==> src/rtl/fifo_pkg.sv <==
// Shared sizing helpers, default configuration and threshold legality check
// for the single-clock flagged FIFO.
package fifo_pkg;

   localparam int DEF_DATAWIDTH    = 8;
   localparam int DEF_ADDR_WIDTH   = 3;
   localparam int DEF_AFULL_LEVEL  = 6;
   localparam int DEF_AEMPTY_LEVEL = 1;

   function automatic int fifo_depth(input int aw);
      return 1 << aw;
   endfunction

   // One extra pointer bit distinguishes full from empty.
   function automatic int count_width(input int aw);
      return aw + 1;
   endfunction

   function automatic bit levels_legal(input int aw, input int afull, input int aempty);
      return (afull >= 1) && (afull <= fifo_depth(aw)) &&
             (aempty >= 0) && (aempty < fifo_depth(aw));
   endfunction

endpackage

==> src/rtl/sfifo_mem.sv <==
// Single-clock FIFO storage: one write port, read port registered by default or
// combinational (first-word-fall-through) when SYNC_FIFO_FWFT_EN is defined.
module sfifo_mem #(
   parameter int datawidth  = 8,
   parameter int addr_width = 3
) (
   input  logic                  clk,
   input  logic                  rst,
   input  logic                  we,
   input  logic [addr_width-1:0] waddr,
   input  logic [datawidth-1:0]  wdata,
   input  logic                  re,
   input  logic [addr_width-1:0] raddr,
   output logic [datawidth-1:0]  rdata
);

   // Contents are intentionally never reset.
   logic [datawidth-1:0] mem [1<<addr_width];

   always_ff @(posedge clk) begin
      if (we) mem[waddr] <= wdata;
   end

`ifdef SYNC_FIFO_FWFT_EN
   assign rdata = mem[raddr];

   logic unused;
   assign unused = rst | re;
`else
   always_ff @(posedge clk) begin
      if (rst)     rdata <= '0;
      else if (re) rdata <= mem[raddr];
   end
`endif

endmodule

==> src/rtl/sync_fifo_flags.sv <==
// Single-clock FIFO with occupancy count, almost flags, sticky error flags and flush.
// Define SYNC_FIFO_FWFT_EN for first-word-fall-through read timing.
module sync_fifo_flags
   import fifo_pkg::*;
#(
   parameter int datawidth    = DEF_DATAWIDTH,
   parameter int addr_width   = DEF_ADDR_WIDTH,
   parameter int afull_level  = DEF_AFULL_LEVEL,
   parameter int aempty_level = DEF_AEMPTY_LEVEL
) (
   input  logic                 clk,
   input  logic                 rst,
   input  logic                 flush,
   input  logic [datawidth-1:0] wdata,
   input  logic                 winc,
   input  logic                 rinc,
   output logic [datawidth-1:0] rdata,
   output logic                 wfull,
   output logic                 rempty,
   output logic                 almost_full,
   output logic                 almost_empty,
   output logic [addr_width:0]  count,
   output logic                 overflow,
   output logic                 underflow
);

   localparam int DEPTH = fifo_depth(addr_width);
   localparam int CW    = count_width(addr_width);

   if (!levels_legal(addr_width, afull_level, aempty_level)) begin : g_bad_cfg
      $error("sync_fifo_flags: afull_level/aempty_level outside legal range");
   end

   logic [CW-1:0] wptr, rptr;
   logic          w_acc, r_acc;

   // Pointers wrap modulo 2*DEPTH, so the plain difference is the occupancy.
   assign count        = wptr - rptr;
   assign wfull        = (count == CW'(DEPTH));
   assign rempty       = (count == '0);
   assign almost_full  = (count >= CW'(afull_level));
   assign almost_empty = (count <= CW'(aempty_level));

   // Gating uses this cycle's flags; flush and rst suppress both ports.
   assign w_acc = winc & ~wfull  & ~flush & ~rst;
   assign r_acc = rinc & ~rempty & ~flush & ~rst;

   always_ff @(posedge clk) begin
      if (rst) begin
         wptr      <= '0;
         rptr      <= '0;
         overflow  <= 1'b0;
         underflow <= 1'b0;
      end else if (flush) begin
         wptr <= '0;
         rptr <= '0;
      end else begin
         if (w_acc) wptr <= wptr + 1'b1;
         if (r_acc) rptr <= rptr + 1'b1;
         if (winc & wfull)  overflow  <= 1'b1;
         if (rinc & rempty) underflow <= 1'b1;
      end
   end

   sfifo_mem #(
      .datawidth  (datawidth),
      .addr_width (addr_width)
   ) u_mem (
      .clk   (clk),
      .rst   (rst),
      .we    (w_acc),
      .waddr (wptr[addr_width-1:0]),
      .wdata (wdata),
      .re    (r_acc),
      .raddr (rptr[addr_width-1:0]),
      .rdata (rdata)
   );

endmodule

==> config.mk <==
export PLATFORM = sky130hd
export DESIGN_NAME = sync_fifo_flags
export DESIGN_NICKNAME = d
export VERILOG_FILES = /design/src/rtl/fifo_pkg.sv /design/src/rtl/sfifo_mem.sv /design/src/rtl/sync_fifo_flags.sv
export SDC_FILE = /design/constraint.sdc
export NUM_CORES = 1
export LEC_CHECK = 0
export BUFFER_PORTS_ARGS = -buffer_cell sky130_fd_sc_hd__buf_2
export CAP_MARGIN = 15
export CORE_MARGIN = 3
export CORE_UTILIZATION = 55
export DETAILED_ROUTE_END_ITERATION = 7
export GPL_ROUTABILITY_DRIVEN = 0
export GPL_TIMING_DRIVEN = 1
export PLACE_DENSITY = 0.75
export SLEW_MARGIN = 0
export SYNTH_ARGS = -nofsm -noshare
export SYNTH_HDL_FRONTEND = slang
export SYNTH_SLANG_ARGS = --single-unit
export TNS_END_PERCENT = 10
==> constraint.sdc <==
create_clock -name clk -period 6.3 [get_ports clk]
set_input_delay 1.26 -clock clk [delete_from_list [all_inputs] [get_ports clk]]
set_output_delay 1.26 -clock clk [all_outputs]
set_load 0.02 [all_outputs]
==> flow_metrics.env, run 1 <==
export IMPL_grt_max_degree=21
export IMPL_end_kind="primary output"
export IMPL_setup_ws_ns=2.270
export IMPL_ant_nets=0
export IMPL_fin_nets=269
export IMPL_cts_tree="done"
export IMPL_yosysWarnings=0
export IMPL_grt_pass1_vias=1864
export IMPL_antenna_found_initial=0
export IMPL_yosysMostFrequentCell="edfxtp_1"
export IMPL_row_count=28
export IMPL_peakVddDrop_v=0.0001831
export IMPL_synth_area_mm2=0.003405
export IMPL_placed_area_mm2=0.003621
export IMPL_layout_drive_gt1_share_pct=30.98
export IMPL_num_antenna_cells=0
export IMPL_gr_usage_all_layers_pct=18.79
export IMPL_die_h_um=84.68
export IMPL_synth_top_cell_by_area="edfxtp_1"
export IMPL_syn_to_final_growth_pct=12.53
export IMPL_fin_crit_ns=4.030
export IMPL_core_mm2=0.005956
export IMPL_start_kind="flop"
export IMPL_worst_slew_pin_slew_ns=1.080
export IMPL_async_flop_share_pct=0
export IMPL_hp_start="underflow"
export IMPL_drc=0
export IMPL_fmax_mhz=248.2
export IMPL_worstPathArrival_ns=2.77
export IMPL_status="finished clean"
export IMPL_clockBufferDepth=2
export IMPL_clk_pin_slew_ns=0.07
export IMPL_finalClockSkew_ns=0.008940
export IMPL_ys_ff_latch=82
export IMPL_fin_area_mm2=0.003831
export IMPL_first_pass_iters=6
export IMPL_drtIter0Drc=132
export IMPL_die_x_um=84.68
export IMPL_place_ws_ns=2.629
export IMPL_h_tree_depth=3
export IMPL_reg2reg_from="rptr[2]"
export IMPL_fin_util_pct=64.33
export IMPL_hold_path_class="flop to flop"
export IMPL_dieArea_mm2=0.007170
export IMPL_crit_path_max_fanout=20
export IMPL_crit_chain="inv_1 > ha_1 > a21oi_1 > nand3_1 > nand2_1 > inv_2 > nor3_1 > buf_2"
export IMPL_avgSynthCellArea_um2=15.91
export IMPL_worstSetupStartpoint="rptr[2]"
export IMPL_worst_path_largest_cell_delay_ns=0.97
export IMPL_synthFlopType="edfxtp_1"
export IMPL_cts_hold_buf=0
export IMPL_rsz0062_at_grt="false"
export IMPL_synth_top_cell_area_share_pct=56.45
export IMPL_cts_sinks=82
export IMPL_final_hold_viol_count=0
export IMPL_crit_slowest_cell="dfxtp_1"
export IMPL_clockRootBuffer="clkbuf_8"
export IMPL_ys_seq_area_share_pct=67.03
export IMPL_cts_buffers=9
export IMPL_slew_headroom_pct=27.41
export IMPL_clk_latency_ns=0.34
export IMPL_hpwl_um=4048
export IMPL_grt_overflow=0
export IMPL_leakagePower_nw=1.358
export IMPL_wl_per_cell_um=18.44
export IMPL_grt_pass1_wl_um=9860
export IMPL_setup_tns_ns=0
export IMPL_dp_cells=313
export IMPL_initial_core_util_pct=57.16
export IMPL_post_cts_buffers=0
export IMPL_whs_ns=0.4665
export IMPL_ys_types=35
export IMPL_synth_nets=233
export IMPL_fin_crit_sh_pct=63.96
export IMPL_worstPathRequired_ns=5.04
export IMPL_final_cells=330
export IMPL_crit_type="flop to primary output"
export IMPL_vias=1862
export IMPL_cts_resized=0
export IMPL_synth_area_leaders="edfxtp_1, dfxtp_1, mux4_2"
export IMPL_slew_viol_final=0
export IMPL_io_pins=31
export IMPL_power_uw=993.3
export IMPL_routed_wl_um=6086
export IMPL_syn_inst=214
export IMPL_synth_edff_count=64
export IMPL_p_per_area_mw_per_mm2=259.3
export IMPL_via_per_inst=5.642
export IMPL_cap_violations=0
export IMPL_synth_top_cells_by_count="edfxtp_1, nand2_1, dfxtp_1, mux4_2, nor2_1"
export IMPL_portBuffers=30
export IMPL_setup_violations=0
-- logic make-up (layout without fill, tap and decap cells) --
family | after synthesis | count (layout) | synth area share [%]
buffers and inverters | 22 | 63 | 3.123
xor gates and xnor gates | 5 | 5 | 1.287
adders and majority gates | 6 | 6 | 2.426
muxes | 21 | 21 | 12.05
and+or+nand+nor | 59 | 59 | 8.526
AOI/OAI and AO/OA | 19 | 19 | 5.549
DFF | 82 | 82 | 67.03
-- where the power goes --
group	total, mW	leakage (nW)	switching, mW	internal, mW
Sequential	0.586	0.722	0.00151	0.585
Clock	0.379	0.104	0.183	0.196
Combinational	0.0281	0.533	0.0184	0.00971
-- path summary, 6_finish.rpt --
path | endpoint | slack (ns) | cells past startpoint
worst max register to register | u_mem.mem[0][4] | 2.75 | 8
worst max-delay path | almost_empty | 2.27 | 8
worst min-delay path | underflow | 0.47 | 2
worst min register to register | underflow | 0.47 | 2
-- cell type report --
type                            count  area, um2
Clock inverter                      5      61.31
Fill cell                         431       2125
Inverter                           11      41.29
Clock buffer                       11      141.4
Multi-Input combinational cell    110       1016
Tap cell                           75      93.84
Sequential cell                    82       2282
Timing Repair Buffer               36      195.2
-- registers in the layout (all words and copies together) (netlist names) --
| name | flops |
|---|---|
| overflow | 1 |
| rptr | 4 |
| u_mem.mem | 64 |
| u_mem.rdata | 8 |
| underflow | 1 |
| wptr | 4 |
-- cells in the final DEF, fill, tap and decap left out, types with 2 or more instances in the layout --
cell type  count
a21o_1         2
a311oi_1       5
a311oi_2       3
a31oi_4        2
buf_2         30
buf_4          6
clkbuf_8      10
clkinv_4       2
dfxtp_1       18
edfxtp_1      64
ha_1           5
inv_1          9
mux2i_1        5
mux4_2        16
nand2_1       29
nand3_1        3
nand4_1        2
nor2_1        10
nor3_1         7
nor4_2         3
o21ai_0        2
o21ai_1        2
o32ai_1        2
xnor2_1        3
xor2_1         2
-- critical path, delay by kind of cell (launching register included) --
kind / cells / cell delay (ns)
AO/OA/AOI/OAI: 1 / 0.22
adder cells (fa/ha/maj): 1 / 0.39
buffers and inverters: 3 / 0.38
flip-flops: 1 / 0.97
AND/OR/NAND/NOR: 3 / 0.46
-- routing by layer --
metal	track usage, %	vias to the layer above	share of wire [%]
met2	30.89	45	50
met4	7.338	0	1.1
met3	3.631	6	4.2
li1	-	889	-
met1	24.95	922	45
met5	0	-	0
No activity file was read; power rests on OpenSTA's default activity.
==> inputs of run 2 (changes only) <==
- clock period: 6.3 -> 3.8 ns (I/O delays scaled with it)
==> run 2 against run 1 <==
  * Count of clock-buffer cells in the layout increased by 1
  * Hold slack got worse by 0.0072 ns
  * Core utilization increased by 1.4 points
  * Design area increased by 2.3%
  * Die area unchanged
  * Critical path depth decreased by 1
  * Setup slack got worse by 1.6 ns
  * Global-route usage increased by 1.3 points
  * Sequential share of layout area decreased by 1.3 points
  * Total power increased by 78%
  * Non-clock buffer count increased by 6
  * Critical path type unchanged
  * First-iteration DRC count decreased by 14%
==> flow_metrics.env, run 2 (synthesis gave the netlist of run 1 again) <==
export IMPL_status="finished clean"
export IMPL_drtIter0Drc=113
export IMPL_num_antenna_cells=0
export IMPL_fin_nets=275
export IMPL_worstPathArrival_ns=2.40
export IMPL_fin_crit_ns=3.162
export IMPL_fin_util_pct=65.78
export IMPL_largest_reg_flops=64
export IMPL_hold_path_class="flop to flop"
export IMPL_rsz0062_at_grt="false"
export IMPL_fin_area_mm2=0.003918
export IMPL_final_hold_viol_count=0
export IMPL_vias=1921
export IMPL_layout_commonest_cell="edfxtp_1"
export IMPL_start_kind="flop"
export IMPL_cts_sinks=82
export IMPL_cts_hold_buf=0
export IMPL_peakVddDrop_v=0.0003635
export IMPL_grt_pass1_vias=1987
export IMPL_combPwrFrac_pct=2.8
export IMPL_die_x_um=84.68
export IMPL_dieArea_mm2=0.007170
export IMPL_switching_share_pct=18.15
export IMPL_io_pins=31
export IMPL_clockBufferDepth=2
export IMPL_drc=0
export IMPL_die_h_um=84.68
export IMPL_placed_area_mm2=0.003674
export IMPL_setup_violations=0
export IMPL_clk_latency_ns=0.34
export IMPL_grt_overflow=0
export IMPL_hpwl_um=4119
export IMPL_cts_tree="done"
export IMPL_power_switching_uw=320.2
export IMPL_row_count=28
export IMPL_seqPwrFrac_pct=55.1
export IMPL_clockRootBuffer="clkbuf_8"
export IMPL_setup_ws_ns=0.6380
export IMPL_grt_max_degree=21
export IMPL_end_kind="primary output"
export IMPL_cap_violations=0
export IMPL_ant_nets=0
export IMPL_p_clk_share_pct=42.1
export IMPL_h_tree_depth=3
export IMPL_internal_power_mw=1.444
export IMPL_slew_headroom_pct=52.88
export IMPL_clk_pin_slew_ns=0.08
export IMPL_core_mm2=0.005956
export IMPL_slew_viol_final=0
export IMPL_worstPathRequired_ns=3.04
export IMPL_crit_type="flop to primary output"
export IMPL_routed_wl_um=6236
export IMPL_max_flop_register="u_mem.mem"
export IMPL_layout_drive_gt1_share_pct=32.18
export IMPL_top_regs="u_mem.mem (64), u_mem.rdata (8)"
export IMPL_initial_core_util_pct=57.16
export IMPL_fin_crit_sh_pct=83.21
export IMPL_grt_pass1_wl_um=10490
export IMPL_fmax_mhz=316.3
export IMPL_crit_path_max_fanout=9
export IMPL_gr_usage_all_layers_pct=20.10
export IMPL_most_common_layout_cells="edfxtp_1, buf_2, nand2_1"
export IMPL_leakagePower_nw=1.406
export IMPL_antenna_found_initial=0
export IMPL_worst_slew_pin_slew_ns=0.7030
export IMPL_via_per_inst=5.717
export IMPL_cts_buffers=9
export IMPL_finalClockSkew_ns=0.008191
export IMPL_place_ws_ns=0.8863
export IMPL_first_pass_iters=4
export IMPL_post_cts_buffers=0
export IMPL_cts_resized=0
export IMPL_portBuffers=30
export IMPL_wl_per_cell_um=18.56
export IMPL_syn_to_final_growth_pct=15.07
export IMPL_setup_tns_ns=0
export IMPL_p_per_area_mw_per_mm2=450.4
## run 2: cell types whose count changed in the layout (fill, tap and decap cells not counted), sizes merged
cell / before / now
buf: 36 / 42
bufinv: 1 / 3
clkinv: 4 / 1
clkbuf: 11 / 12
## run 2: path summary, 6_finish.rpt
path,from,to,slack [ns],depth (start not counted)
worst max-delay path,wptr[0],wfull,0.64,7
worst min-delay path,overflow,overflow,0.46,2
worst max register to register,wptr[0],u_mem.mem[3][7],0.84,7
worst min register to register,overflow,overflow,0.46,2
## run 2: through the flow
stage	instances	total power, mW	hold WS [ns]
after floorplan	214	1.018	0.4708
after global routing	336	1.829	0.4857
final	336	1.765	0.4592
after global placement	320	1.041	0.4483
after detailed placement	320	1.042	0.4504
after CTS	336	1.786	0.4630
## run 2: power groups by stage
| stage | clock network [mW] | logic, mW | registers (mW) |
|---|---|---|---|
| final | 0.743 | 0.0493 | 0.972 |
| after global routing | 0.802 | 0.0549 | 0.972 |
| after CTS | 0.764 | 0.0501 | 0.972 |
| after detailed placement | 0 | 0.0499 | 0.992 |
| after global placement | 0 | 0.0487 | 0.992 |
| after floorplan | 0 | 0.0236 | 0.994 |
## run 2: routing by layer
metal / share of wire [%] / track usage [%]
met5: 0 / 0
met4: 1.8 / 10.36
met3: 5.8 / 4.612
met2: 50 / 32.81
met1: 42 / 25.19
## run 2: worst max-delay path: stages, from the launching register on
cell,delay (ns)
dfxtp_1,0.52
inv_1,0.14
ha_1,0.24
fa_1,0.40
xor2_1,0.30
nand3_1,0.19
nor2_1,0.11
buf_2,0.17
## run 2: cell type report
| type | count | area, um2 |
|---|---|---|
| timing repair buffer | 42 | 240.2 |
| inverter | 11 | 41.29 |
| fill | 431 | 2038 |
| clock inverter | 4 | 98.84 |
| tap | 75 | 93.84 |
| sequential | 82 | 2282 |
| clock buffer | 12 | 145.1 |
| multi-input combinational | 110 | 1016 |
